File: src/rtl/usbkbd_pkg.sv
// Shared constants, FSM states, event payload and report-slot helpers for the keyboard event decoder.
package usbkbd_pkg;

   localparam logic [7:0]  USB_USAGE_ROLLOVER = 8'h01;
   localparam logic [7:0]  USB_USAGE_MOD_BASE = 8'hE0;
   localparam int unsigned NUM_SLOTS          = 6;
   localparam int unsigned NUM_MODS           = 8;
   localparam int unsigned REPORT_W           = 64;
   localparam int unsigned EV_W               = 9;
   localparam int unsigned EV_MAKE            = 8;

   typedef enum logic [2:0] {
      ST_IDLE   = 3'd0,
      ST_CHECK  = 3'd1,
      ST_MODS   = 3'd2,
      ST_BRK    = 3'd3,
      ST_MAK    = 3'd4,
      ST_COMMIT = 3'd5
   } state_e;

   // Event word: bit 8 is make(1)/break(0), bits 7:0 the HID usage
   typedef struct packed {
      logic       make;
      logic [7:0] usage;
   } event_t;

   // Keycode in slot k (0..5)
   function automatic logic [7:0] slot_code(input logic [63:0] rep, input int unsigned k);
      return rep[8*k+16 +: 8];
   endfunction

   // True when code appears in any of the six slots
   function automatic logic has_code(input logic [63:0] rep, input logic [7:0] code);
      logic hit;
      hit = 1'b0;
      for (int unsigned k = 0; k < NUM_SLOTS; k++) begin
         if (slot_code(rep, k) == code) hit = 1'b1;
      end
      return hit;
   endfunction

   // True when code appears in a slot strictly below idx
   function automatic logic dup_before(input logic [63:0] rep, input logic [2:0] idx,
                                       input logic [7:0] code);
      logic hit;
      hit = 1'b0;
      for (int unsigned k = 0; k < NUM_SLOTS; k++) begin
         if ((3'(k) < idx) && (slot_code(rep, k) == code)) hit = 1'b1;
      end
      return hit;
   endfunction

   // True when any slot carries the ErrorRollOver usage
   function automatic logic is_rollover(input logic [63:0] rep);
      return has_code(rep, USB_USAGE_ROLLOVER);
   endfunction

endpackage

File: src/rtl/usbkbd_event_fifo.sv
// First-word fall-through event FIFO; a push while full is accepted only alongside a pop.
module usbkbd_event_fifo
   import usbkbd_pkg::*;
#(
   parameter int unsigned DEPTH = 16,
   parameter int unsigned AW    = 4,
   parameter int unsigned WIDTH = 9
) (
   input  logic             clk,
   input  logic             rst,
   input  logic             push,
   input  logic [WIDTH-1:0] push_data,
   input  logic             pop,
   output logic [WIDTH-1:0] pop_data,
   output logic             full,
   output logic             empty,
   output logic [AW:0]      level
);

   localparam int unsigned LW = AW + 1;

   logic [WIDTH-1:0] mem_q [DEPTH];
   logic [AW-1:0]    wr_ptr_q, wr_ptr_d;
   logic [AW-1:0]    rd_ptr_q, rd_ptr_d;
   logic [AW:0]      level_q, level_d;
   logic             wr_en_c, rd_en_c;

   assign full     = (level_q == LW'(DEPTH));
   assign empty    = (level_q == '0);
   assign level    = level_q;
   assign pop_data = mem_q[rd_ptr_q];

   // Pointer and occupancy update
   always_comb begin
      wr_en_c  = push && (!full || pop);
      rd_en_c  = pop && !empty;
      wr_ptr_d = wr_ptr_q;
      rd_ptr_d = rd_ptr_q;
      level_d  = level_q;
      if (wr_en_c) wr_ptr_d = wr_ptr_q + AW'(1);
      if (rd_en_c) rd_ptr_d = rd_ptr_q + AW'(1);
      if (wr_en_c && !rd_en_c) level_d = level_q + LW'(1);
      else if (!wr_en_c && rd_en_c) level_d = level_q - LW'(1);
   end

   // Control registers
   always_ff @(posedge clk or posedge rst) begin
      if (rst) begin
         wr_ptr_q <= '0;
         rd_ptr_q <= '0;
         level_q  <= '0;
      end else begin
         wr_ptr_q <= wr_ptr_d;
         rd_ptr_q <= rd_ptr_d;
         level_q  <= level_d;
      end
   end

   // Storage array; contents are don't-care until written
   always_ff @(posedge clk) begin
      if (wr_en_c) mem_q[wr_ptr_q] <= push_data;
   end

endmodule

File: src/rtl/usbkbd_event_decoder.sv
// Latches each HID boot report, acknowledges it, and emits make/break events for the diff against the previous report.
module usbkbd_event_decoder
   import usbkbd_pkg::*;
#(
   parameter int unsigned FIFO_DEPTH = 16,
   parameter int unsigned FIFO_AW    = 4
) (
   input  logic              clk,
   input  logic              rst,
   input  logic [63:0]       report,
   input  logic              interrupt,
   output logic              intack,
   output logic              ev_valid,
   output logic [8:0]        ev_data,
   input  logic              ev_ready,
   output logic [FIFO_AW:0]  ev_level,
   output logic              busy
);

   state_e        state_q, state_d;
   logic [2:0]    idx_q, idx_d;
   logic [63:0]   cur_q, cur_d;
   logic [63:0]   prev_q, prev_d;
   logic          intack_q, intack_d;
   logic          busy_q, busy_d;

   logic          push_c;
   event_t        push_data_c;
   logic [7:0]    code_c;
   logic          pop_c;
   logic          fifo_full, fifo_empty;
   logic          room_c;
   logic          unused_reserved_c;

   // Reserved byte is carried in the latched reports but never decoded
   assign unused_reserved_c = ^{cur_q[15:8], prev_q[15:8]};

   assign pop_c    = ev_ready && !fifo_empty;
   assign room_c   = !fifo_full || pop_c;
   assign ev_valid = !fifo_empty;
   assign intack   = intack_q;
   assign busy     = busy_q;

   // Next-state, scan index and event generation
   always_comb begin
      state_d     = state_q;
      idx_d       = idx_q;
      cur_d       = cur_q;
      prev_d      = prev_q;
      intack_d    = 1'b0;
      push_c      = 1'b0;
      push_data_c = '0;
      code_c      = 8'h00;

      case (state_q)
         ST_IDLE: begin
            if (interrupt) begin
               cur_d    = report;
               intack_d = 1'b1;
               state_d  = ST_CHECK;
            end
         end

         ST_CHECK: begin
            idx_d   = '0;
            state_d = is_rollover(cur_q) ? ST_IDLE : ST_MODS;
         end

         ST_MODS: begin
            if (cur_q[idx_q] != prev_q[idx_q]) begin
               push_c      = 1'b1;
               push_data_c = '{make: cur_q[idx_q], usage: USB_USAGE_MOD_BASE + 8'(idx_q)};
            end
            if (!push_c || room_c) begin
               if (idx_q == 3'(NUM_MODS - 1)) begin
                  idx_d   = '0;
                  state_d = ST_BRK;
               end else begin
                  idx_d = idx_q + 3'd1;
               end
            end
         end

         ST_BRK: begin
            code_c = slot_code(prev_q, 32'(idx_q));
            if ((code_c != 8'h00) && !dup_before(prev_q, idx_q, code_c) &&
                !has_code(cur_q, code_c)) begin
               push_c      = 1'b1;
               push_data_c = '{make: 1'b0, usage: code_c};
            end
            if (!push_c || room_c) begin
               if (idx_q == 3'(NUM_SLOTS - 1)) begin
                  idx_d   = '0;
                  state_d = ST_MAK;
               end else begin
                  idx_d = idx_q + 3'd1;
               end
            end
         end

         ST_MAK: begin
            code_c = slot_code(cur_q, 32'(idx_q));
            if ((code_c != 8'h00) && !dup_before(cur_q, idx_q, code_c) &&
                !has_code(prev_q, code_c)) begin
               push_c      = 1'b1;
               push_data_c = '{make: 1'b1, usage: code_c};
            end
            if (!push_c || room_c) begin
               if (idx_q == 3'(NUM_SLOTS - 1)) begin
                  idx_d   = '0;
                  state_d = ST_COMMIT;
               end else begin
                  idx_d = idx_q + 3'd1;
               end
            end
         end

         ST_COMMIT: begin
            prev_d  = cur_q;
            state_d = ST_IDLE;
         end

         default: begin
            state_d = ST_IDLE;
         end
      endcase

      busy_d = (state_d != ST_IDLE);
   end

   // State and datapath registers
   always_ff @(posedge clk or posedge rst) begin
      if (rst) begin
         state_q  <= ST_IDLE;
         idx_q    <= '0;
         cur_q    <= '0;
         prev_q   <= '0;
         intack_q <= 1'b0;
         busy_q   <= 1'b0;
      end else begin
         state_q  <= state_d;
         idx_q    <= idx_d;
         cur_q    <= cur_d;
         prev_q   <= prev_d;
         intack_q <= intack_d;
         busy_q   <= busy_d;
      end
   end

   usbkbd_event_fifo #(
      .DEPTH (FIFO_DEPTH),
      .AW    (FIFO_AW),
      .WIDTH (EV_W)
   ) u_fifo (
      .clk       (clk),
      .rst       (rst),
      .push      (push_c),
      .push_data (push_data_c),
      .pop       (ev_ready),
      .pop_data  (ev_data),
      .full      (fifo_full),
      .empty     (fifo_empty),
      .level     (ev_level)
   );

endmodule

File: config.mk
export PLATFORM = sky130hd
export DESIGN_NAME = usbkbd_event_decoder
export DESIGN_NICKNAME = d
export VERILOG_FILES = /design/src/rtl/usbkbd_pkg.sv /design/src/rtl/usbkbd_event_fifo.sv /design/src/rtl/usbkbd_event_decoder.sv
export SDC_FILE = /design/constraint.sdc
export NUM_CORES = 1
export LEC_CHECK = 0
export ABC_AREA = 1
export CORE_ASPECT_RATIO = 1.25
export CORE_MARGIN = 2
export CORE_UTILIZATION = 44
export CTS_CLUSTER_DIAMETER = 50
export DETAILED_ROUTE_END_ITERATION = 6
export HOLD_SLACK_MARGIN = 0.1
export PLACE_DENSITY_LB_ADDON = 0.2
export SLEW_MARGIN = 15
export SYNTH_ARGS = -nofsm -noshare
export SYNTH_HDL_FRONTEND = slang
export SYNTH_SLANG_ARGS = --single-unit
File: constraint.sdc
create_clock -name clk -period 5.6 [get_ports clk]
set_clock_uncertainty 0.05 [all_clocks]
set_input_delay 1.68 -clock clk [delete_from_list [all_inputs] [get_ports clk]]
set_output_delay 1.68 -clock clk [all_outputs]
set_load 0.05 [all_outputs]
# After elaboration in Yosys (flattened, before gate mapping)
# Memory sizes are Yosys's and may differ from the RTL's.
# Cells that the tools add are included.
[totals]
ff_bits = 149
ramBits = 144
input_bits = 68
output_inout_bits = 17
elab_cells = 184
n_memories = 1
[memory_table]
columns = ["name", "depth", "width", "rd", "rd_clocked_by_memory_dff", "wr", "line", "text"]
rows = [
  ["u_fifo.mem_q", 16, 9, 1, 0, 1, "usbkbd_event_fifo.sv:22", "logic [WIDTH-1:0] mem_q [DEPTH];"],
]
[op_classes]
addsub = 7
order_cmp = 7
eq_ne = 42
n_shift = 2
muxes = 71
n_reduce_logical = 45
[ops]
columns = ["operator", "n"]
rows = [
  ["8-bit equality test", 24],
  ["64-bit by 33-bit indexed part select with 8-bit output", 1],
  ["64-bit by 8-bit indexed part select with 8-bit output", 1],
  ["8-bit by 1-bit equality test with 1-bit output, second input constant", 6],
  ["1-bit two-way mux", 47],
  ["3-bit two-way mux", 12],
  ["9-bit case mux with 3 select lines", 1],
  ["1-bit logical AND", 20],
  ["9-bit two-way mux", 2],
  ["8-bit nonzero test", 2],
  ["3-bit case mux with 5 select lines", 1],
  ["3-bit equality test, second input constant", 4],
  ["3-bit case mux with 4 select lines", 1],
  ["1-bit logical NOT", 11],
  ["5-bit two-way mux", 2],
  ["4-bit by 1-bit adder with 4-bit output, second input constant", 2],
  ["8-bit two-way mux", 1],
  ["6-bit by 4-bit adder with 7-bit output, first input constant", 1],
  ["6-bit by 5-bit adder with 7-bit output, second input constant", 1],
  ["3-bit by 7-bit < comparator with 1-bit output, second input constant", 1],
  ["1-bit binary-select mux with 3-bit select", 2],
  ["3-bit by 2-bit equality test with 1-bit output, second input constant", 2],
  ["1-bit by 3-bit < comparator with 1-bit output, first input constant", 2],
  ["2-bit by 3-bit < comparator with 1-bit output, first input constant", 2],
  ["other kinds (18)", 25],
]

# Depth between registers and ports, before layout
[depth]
word_depth = 22
depth_mapped = 29
mapped_depth_nobuf = 27

# Cells and area by module
# A second synthesis with hierarchy kept.
[unflattened]
cells_unflattened = 2117
hier_area_um2 = 16587.2
[by_module_without_submodules]
columns = ["module", "n_inst", "cells_each", "area_per_inst_um2", "seq_area_each_um2"]
rows = [
  ["usbkbd_event_decoder", 1, 1424, 9504.1, 3002.9],
  ["usbkbd_event_fifo", 1, 693, 7083.0, 4649.5],
]

# Worst setup path before layout
# OpenSTA, ideal clock, no wires.
[synth_path]
path_type = "input to register"
start = "input ev_ready"
end = "register u_fifo.level_q[4], in the netlist u_fifo.level[4]"
setup_time_ps = 145
t_arrival_ps = 3576
t_required_ps = 5405
path_slack_ps = 1829
stages = 14
path_cell_list = "nand2_1 > nand3_1 > nand2_4 > buf_6 > inv_1 > ha_1 > inv_1 > ha_1 > a21o_1 > a31oi_1 > nand2_1 > nand2_1 > nor2_1 > xor2_1"
[synth_between]
elab_chain_len = 5
word_cells_on_any_way = 9
cone_classes = "1 x mux; 8 x reduce/logical"
[synth_rtl]
columns = ["item", "line", "text"]
rows = [
  ["from (decl)", "usbkbd_event_decoder.sv:15", "input logic ev_ready,"],
  ["1-bit logical OR *", "usbkbd_event_fifo.sv:35", "wr_en_c = push && (!full || pop);"],
  ["1-bit logical AND *", "usbkbd_event_fifo.sv:35", ""],
  ["net u_fifo.wr_en_c", "usbkbd_event_fifo.sv:26", "logic wr_en_c, rd_en_c;"],
  ["1-bit logical NOT", "usbkbd_event_fifo.sv:43", "else if (!wr_en_c && rd_en_c) level_d = level_q - LW'(1);"],
  ["1-bit logical AND", "usbkbd_event_fifo.sv:43", ""],
  ["2-bit nonzero test (no source line)", "--", ""],
  ["to (signal assigned)", "usbkbd_event_fifo.sv:55", "level_q <= level_d;"],
  ["to (decl)", "usbkbd_event_fifo.sv:25", "logic [AW:0] level_q, level_d;"],
]
# The timed path passes the listed nets; every way through them passes the cells marked *.
# A chain may end at the register's enable or synchronous reset.

# Worst setup path after layout
[layout_path]
start = "register idx_q[0]"
end = "register u_fifo.level_q[4], in the netlist u_fifo.level[4]"
[layout_between]
elab_chain_len = 21
word_cells_on_any_way = 101
cone_classes = "1 x add/sub; 6 x order compare; 25 x eq/ne; 2 x shift; 40 x mux; 27 x reduce/logical"
[layout_rtl]
columns = ["item", "line", "text"]
rows = [
  ["from (decl)", "usbkbd_event_decoder.sv:21", "logic [2:0] idx_q, idx_d;"],
  ["from (signal assigned)", "usbkbd_event_decoder.sv:142", "idx_q <= idx_d;"],
  ["6-bit by 5-bit adder with 7-bit output", "usbkbd_pkg.sv:29", "return rep[8*k+16 +: 8];"],
  ["64-bit by 8-bit indexed part select with 8-bit output / 64-bit by 33-bit indexed part select with 8-bit output (equally long branches)", "usbkbd_pkg.sv:29", ""],
  ["8-bit equality test", "usbkbd_pkg.sv:48", "if ((3'(k) < idx) && (slot_code(rep, k) == code)) hit = 1'b1;"],
  ["1-bit logical AND", "usbkbd_pkg.sv:48", ""],
  ["1-bit two-way mux (6 in a row)", "usbkbd_pkg.sv:48", ""],
  ["1-bit two-way mux", "usbkbd_event_decoder.sv:55", "case (state_q)"],
  ["1-bit logical NOT, on equally long branches", "usbkbd_event_decoder.sv:103, usbkbd_event_decoder.sv:86", ""],
  ["1-bit logical AND, on equally long branches (2 in a row)", "usbkbd_event_decoder.sv:103, usbkbd_event_decoder.sv:86", ""],
  ["1-bit two-way mux, on equally long branches", "usbkbd_event_decoder.sv:103, usbkbd_event_decoder.sv:86", ""],
  ["1-bit two-way mux", "usbkbd_event_decoder.sv:55", ""],
  ["1-bit case mux with 3 select lines *", "usbkbd_event_decoder.sv:55", ""],
  ["1-bit logical AND *", "usbkbd_event_fifo.sv:35", ""],
  ["net u_fifo.wr_en_c", "usbkbd_event_fifo.sv:26", ""],
  ["1-bit logical NOT", "usbkbd_event_fifo.sv:43", ""],
  ["1-bit logical AND", "usbkbd_event_fifo.sv:43", ""],
  ["2-bit nonzero test (no source line)", "--", ""],
]
# The timed path passes the listed nets; every way through them passes the cells marked *. The select of a mux whose other input is x is not followed.

==> run_summary.xml <==
<?xml version="1.0" encoding="UTF-8"?>
<metrics>
  <group name="status">
    <metric name="result_of_the_run" unit="">completed</metric>
  </group>
  <group name="global_routing">
    <metric name="grt.total_usage" unit="%">27.0</metric>
    <metric name="pin_count_of_the_biggest_net_entering_global_routing" unit="">113</metric>
    <metric name="number_of_antenna_violations_at_the_first_check_in_global_routing" unit="">0</metric>
    <metric name="via_count_of_the_first_global_routing_pass" unit="">13245</metric>
    <metric name="grt_pass1_wl" unit="um">77100</metric>
    <metric name="gr-total-overflow" unit="">0</metric>
  </group>
  <group name="synth">
    <metric name="share_of_the_synthesized_area_in_the_top_cell_type" unit="%">27.6</metric>
    <metric name="synth_top_area_cell" unit="">sky130_fd_sc_hd__edfxtp_1</metric>
    <metric name="ys_async_sr_fraction" unit="%">48.0</metric>
    <metric name="synth.net_count" unit="">1965</metric>
    <metric name="synth_warnings" unit="">0</metric>
    <metric name="synth.cell_area" unit="um2">15600</metric>
    <metric name="synthFlopType" unit="">sky130_fd_sc_hd__edfxtp_1</metric>
    <metric name="most_used_standard_cells_in_the_synthesized_netlist" unit="">sky130_fd_sc_hd__nand2_1, sky130_fd_sc_hd__o21ai_0, sky130_fd_sc_hd__inv_1, sky130_fd_sc_hd__edfxtp_1, sky130_fd_sc_hd__dfrtp_1</metric>
    <metric name="syn_avg_cell_area" unit="um2">8.30</metric>
    <metric name="postSynthCellCount" unit="">1884</metric>
    <metric name="synth-seq-cells" unit="">277</metric>
    <metric name="netlist_top_cells_area" unit="">sky130_fd_sc_hd__edfxtp_1, sky130_fd_sc_hd__dfrtp_1, sky130_fd_sc_hd__nand2_1, sky130_fd_sc_hd__o21ai_0, sky130_fd_sc_hd__inv_1</metric>
    <metric name="most_numerous_cell_in_the_yosys_netlist" unit="">sky130_fd_sc_hd__nand2_1</metric>
    <metric name="synth-edff-count" unit="">144</metric>
    <metric name="synth_cell_types" unit="">40</metric>
    <metric name="synth-seq-area-share" unit="%">48.9</metric>
  </group>
  <group name="clock_tree">
    <metric name="tritoncts_buffer_count" unit="">31</metric>
    <metric name="cts_hold_buf" unit="">0</metric>
    <metric name="cts_buffer_depth" unit="">3</metric>
    <metric name="clock_tree.root_cell" unit="">sky130_fd_sc_hd__clkbuf_16</metric>
    <metric name="cts_tree" unit="">done</metric>
    <metric name="clkLatencyLatePin" unit="ps">570</metric>
    <metric name="post-cts-setup-buffers" unit="">0</metric>
    <metric name="post_cts.resized_instances" unit="">0</metric>
    <metric name="clkSlewWorstSetupHoldPaths" unit="ps">60</metric>
    <metric name="htree_num_levels" unit="">1</metric>
    <metric name="numClockSinks" unit="">277</metric>
  </group>
  <group name="timing">
    <metric name="post-route-period-util" unit="%">90.1</metric>
    <metric name="maxSlewViolCount" unit="">0</metric>
    <metric name="min_period" unit="ps">5040</metric>
    <metric name="worst_pin_slew" unit="ps">1060</metric>
    <metric name="timing.final.setup_violations" unit="">0</metric>
    <metric name="clock.fmax" unit="GHz">0.198</metric>
    <metric name="report.final.hold_viol_count" unit="">0</metric>
    <metric name="maxSlewHeadroom" unit="%">29.5</metric>
    <metric name="rsz0062_at_grt" unit="">false</metric>
    <metric name="finalSetupTns" unit="ps">0</metric>
  </group>
  <group name="critical_path">
    <metric name="worstReg2RegStart" unit="">idx_q[0]</metric>
    <metric name="worstPathBufferInverterCount" unit="">5</metric>
    <metric name="critPathMaxStageDelay" unit="ps">650</metric>
    <metric name="worst_setup_slack_for_register_to_register_paths" unit="ps">560</metric>
    <metric name="r2r.worst_path.cells" unit="">27</metric>
    <metric name="critPathKind" unit="">reg2reg</metric>
    <metric name="cp_data_required_time" unit="ps">6000</metric>
    <metric name="crit_slowest_cell" unit="">sky130_fd_sc_hd__dfrtp_2</metric>
    <metric name="worst_setup_path_end_kind" unit="">register</metric>
    <metric name="worstPathArrival" unit="ps">5450</metric>
    <metric name="critPathLaunch" unit="">idx_q[0]</metric>
    <metric name="critical-path-top-delay-family" unit="">simple AND/OR/NAND/NOR gates</metric>
    <metric name="worst_setup_path_endpoint" unit="">u_fifo.level[4]</metric>
    <metric name="worstPathMaxFanout" unit="">32</metric>
    <metric name="timing.critical_path.mode_cell" unit="">sky130_fd_sc_hd__nand2_1</metric>
    <metric name="critical_path_cell_count" unit="">27</metric>
    <metric name="rr_endpoint" unit="">u_fifo.level[4]</metric>
    <metric name="start_kind" unit="">register</metric>
  </group>
  <group name="power">
    <metric name="sequentialPowerShare" unit="%">26.3</metric>
    <metric name="power.leakage" unit="nW">7.78</metric>
    <metric name="power_frac_clock" unit="%">16.6</metric>
    <metric name="power.switching_fraction" unit="%">51.0</metric>
    <metric name="power.net_switching" unit="mW">6.53</metric>
    <metric name="comb_power_share" unit="%">57.1</metric>
    <metric name="p_int" unit="mW">6.28</metric>
    <metric name="ir_drop" unit="uV">337</metric>
    <metric name="power.density" unit="nW/um2">712</metric>
  </group>
  <group name="finish">
    <metric name="final_layout_size_suffix_gt1_share" unit="%">8.36</metric>
    <metric name="area_growth" unit="%">15.0</metric>
    <metric name="nNetsFinal" unit="">2030</metric>
    <metric name="layout.cells.non_filler" unit="">2447</metric>
    <metric name="count_of_antenna_diodes_in_the_layout" unit="">0</metric>
  </group>
  <group name="flow_run">
    <metric name="drv.max_cap_violation_count" unit="">0</metric>
  </group>
  <group name="die">
    <metric name="chipHeight" unit="um">215</metric>
    <metric name="number_of_ports_placed_on_the_die_boundary" unit="">85</metric>
    <metric name="die_w" unit="um">173</metric>
    <metric name="initial_core_util" unit="%">44.5</metric>
    <metric name="design.die.area" unit="um2">37100</metric>
    <metric name="core.rowCount" unit="">77</metric>
    <metric name="placeableCoreArea" unit="um2">35200</metric>
  </group>
  <group name="drt">
    <metric name="firstDrtPassIters" unit="">6</metric>
    <metric name="post_drt_via_cell_ratio" unit="">5.57</metric>
    <metric name="ant_nets" unit="">0</metric>
    <metric name="postRouteWirelength" unit="um">50100</metric>
    <metric name="drt_first_iter_violations" unit="">1095</metric>
    <metric name="detail_route.drc_violations" unit="">0</metric>
    <metric name="detailroute.via_count" unit="">13627</metric>
    <metric name="drt-wirelength-per-cell" unit="um">20.5</metric>
  </group>
  <group name="placement">
    <metric name="buffers_added_on_ports" unit="">76</metric>
    <metric name="placed_cells" unit="">2390</metric>
    <metric name="dp_hpwl" unit="um">36000</metric>
    <metric name="place.gp.congestion" unit="">0.990</metric>
  </group>
  <group name="min_path">
    <metric name="min_path_type" unit="">reg2reg</metric>
  </group>
</metrics>
## worst min-delay path by stage
stage / startpoint / end / slack, ps / depth (start not counted)
after floorplan: prev_q[1] / prev_q[1] / 400 / 2
after global placement: prev_q[6] / prev_q[6] / 420 / 2
after detailed placement: prev_q[24] / prev_q[24] / 430 / 2
after CTS: prev_q[24] / prev_q[24] / 440 / 2
after global routing: prev_q[24] / prev_q[24] / 480 / 2
final: prev_q[7] / prev_q[7] / 440 / 2
## through the flow
step                cell area, um2  worst slack [ps]  utilization, %  hold slack (ps)  power (mW)
floorplan                    15600               316               -              398        8.23
global placement             16900               762            48.0              415        10.5
detailed placement           16900               720            48.0              427        10.6
CTS                          18000               685            51.1              442        12.7
global route                 18000               240            51.2              477        13.6
finish                       18000               556            51.2              436        12.8
## worst reg2reg max path, stage by stage (launching register included)
cell and delay, ps:
sky130_fd_sc_hd__dfrtp_2 650, sky130_fd_sc_hd__inv_2 140, sky130_fd_sc_hd__buf_4 360, sky130_fd_sc_hd__nand2_1 110
sky130_fd_sc_hd__nand3_1 190, sky130_fd_sc_hd__nand3_2 430, sky130_fd_sc_hd__inv_1 520, sky130_fd_sc_hd__nand2_1 100
sky130_fd_sc_hd__nand3_1 100, sky130_fd_sc_hd__nor2_1 70, sky130_fd_sc_hd__nand2_1 60, sky130_fd_sc_hd__nand2_1 60
sky130_fd_sc_hd__nor2_1 100, sky130_fd_sc_hd__nand2_1 130, sky130_fd_sc_hd__nor2_4 180, sky130_fd_sc_hd__nand3_4 170
sky130_fd_sc_hd__nand3_4 140, sky130_fd_sc_hd__nand2_4 60, sky130_fd_sc_hd__inv_1 60, sky130_fd_sc_hd__ha_1 170
sky130_fd_sc_hd__inv_1 100, sky130_fd_sc_hd__ha_1 330, sky130_fd_sc_hd__a21o_1 170, sky130_fd_sc_hd__a31oi_1 190
sky130_fd_sc_hd__nand2_1 80, sky130_fd_sc_hd__nand2_1 60, sky130_fd_sc_hd__nor2_1 50, sky130_fd_sc_hd__xor2_1 140
## state kept, by name, indices dropped and copies added (netlist names), 3 cells and up
name and count:
u_fifo.wr_ptr_q 4, cur_q 56, prev_q 56, idx_q 3
u_fifo.rd_ptr_q 4, u_fifo.mem_q 144, state_q 3, u_fifo.level 5
## power by group through the flow
| stage | logic [mW] | registers [mW] | clock network [mW] |
|---|---|---|---|
| after CTS | 7.19 | 3.36 | 2.16 |
| after global placement | 7.09 | 3.38 | 0 |
| final | 7.32 | 3.37 | 2.12 |
| after floorplan | 5.00 | 3.24 | 0 |
| after detailed placement | 7.17 | 3.39 | 0 |
| after global routing | 7.94 | 3.43 | 2.25 |
## logic make-up (layout without fill, tap and decap cells)
family / Yosys count / in the layout / synth area share [%]
multiplexers: 36 / 36 / 2.30
AO/OA/AOI/OAI: 292 / 292 / 10.3
XOR/XNOR: 67 / 67 / 3.75
buffers and inverters: 269 / 358 / 7.18
AND/OR/NAND/NOR: 930 / 930 / 26.4
flip-flops: 277 / 277 / 48.9
adder cells (fa/ha/maj): 13 / 13 / 1.09
## layout make-up
cell class	count	area (um2)
fill	3384	17200
sequential	277	7660
multi-input combinational	1338	6890
timing repair buffer	114	1060
clock buffer	38	832
inverter	187	708
tap	474	593
clock inverter	19	248
## layout by cell type (no fill, tap or decap), types with 3 or more instances in the layout
| cell | instances |
|---|---|
| sky130_fd_sc_hd__xor2_1 | 65 |
| sky130_fd_sc_hd__nor2_4 | 3 |
| sky130_fd_sc_hd__nor2_2 | 17 |
| sky130_fd_sc_hd__inv_1 | 176 |
| sky130_fd_sc_hd__clkbuf_1 | 4 |
| sky130_fd_sc_hd__nand3_4 | 3 |
| sky130_fd_sc_hd__nand3_2 | 27 |
| sky130_fd_sc_hd__inv_2 | 6 |
| sky130_fd_sc_hd__buf_4 | 44 |
| sky130_fd_sc_hd__bufinv_16 | 4 |
| sky130_fd_sc_hd__clkinv_1 | 4 |
| sky130_fd_sc_hd__nand2_1 | 583 |
| sky130_fd_sc_hd__o211ai_1 | 42 |
| sky130_fd_sc_hd__clkdlybuf4s50_1 | 67 |
| sky130_fd_sc_hd__or2_2 | 3 |
| sky130_fd_sc_hd__mux2i_1 | 36 |
| sky130_fd_sc_hd__a21oi_1 | 50 |
| sky130_fd_sc_hd__buf_12 | 3 |
| sky130_fd_sc_hd__clkbuf_8 | 3 |
| sky130_fd_sc_hd__clkbuf_16 | 31 |
| sky130_fd_sc_hd__o21ai_0 | 180 |
| sky130_fd_sc_hd__nor2_1 | 99 |
| sky130_fd_sc_hd__ha_1 | 12 |
| sky130_fd_sc_hd__a31oi_1 | 3 |
| sky130_fd_sc_hd__inv_6 | 6 |
| sky130_fd_sc_hd__edfxtp_1 | 144 |
| sky130_fd_sc_hd__o22ai_1 | 5 |
| sky130_fd_sc_hd__nand4_1 | 88 |
| sky130_fd_sc_hd__dfrtp_1 | 131 |
| sky130_fd_sc_hd__nand3_1 | 92 |
| sky130_fd_sc_hd__clkinv_2 | 5 |
| sky130_fd_sc_hd__nor4_1 | 7 |
| sky130_fd_sc_hd__nor3_1 | 6 |
## routing by layer
layer	up-vias	share of wire, %	GRT usage [%]
met5	-	0	0
met3	182	5.8	3.40
li1	6445	-	-
met1	6443	37	30.2
met4	0	7.1	17.3
met2	557	50	48.3
Power figures use the tool's default switching activity.
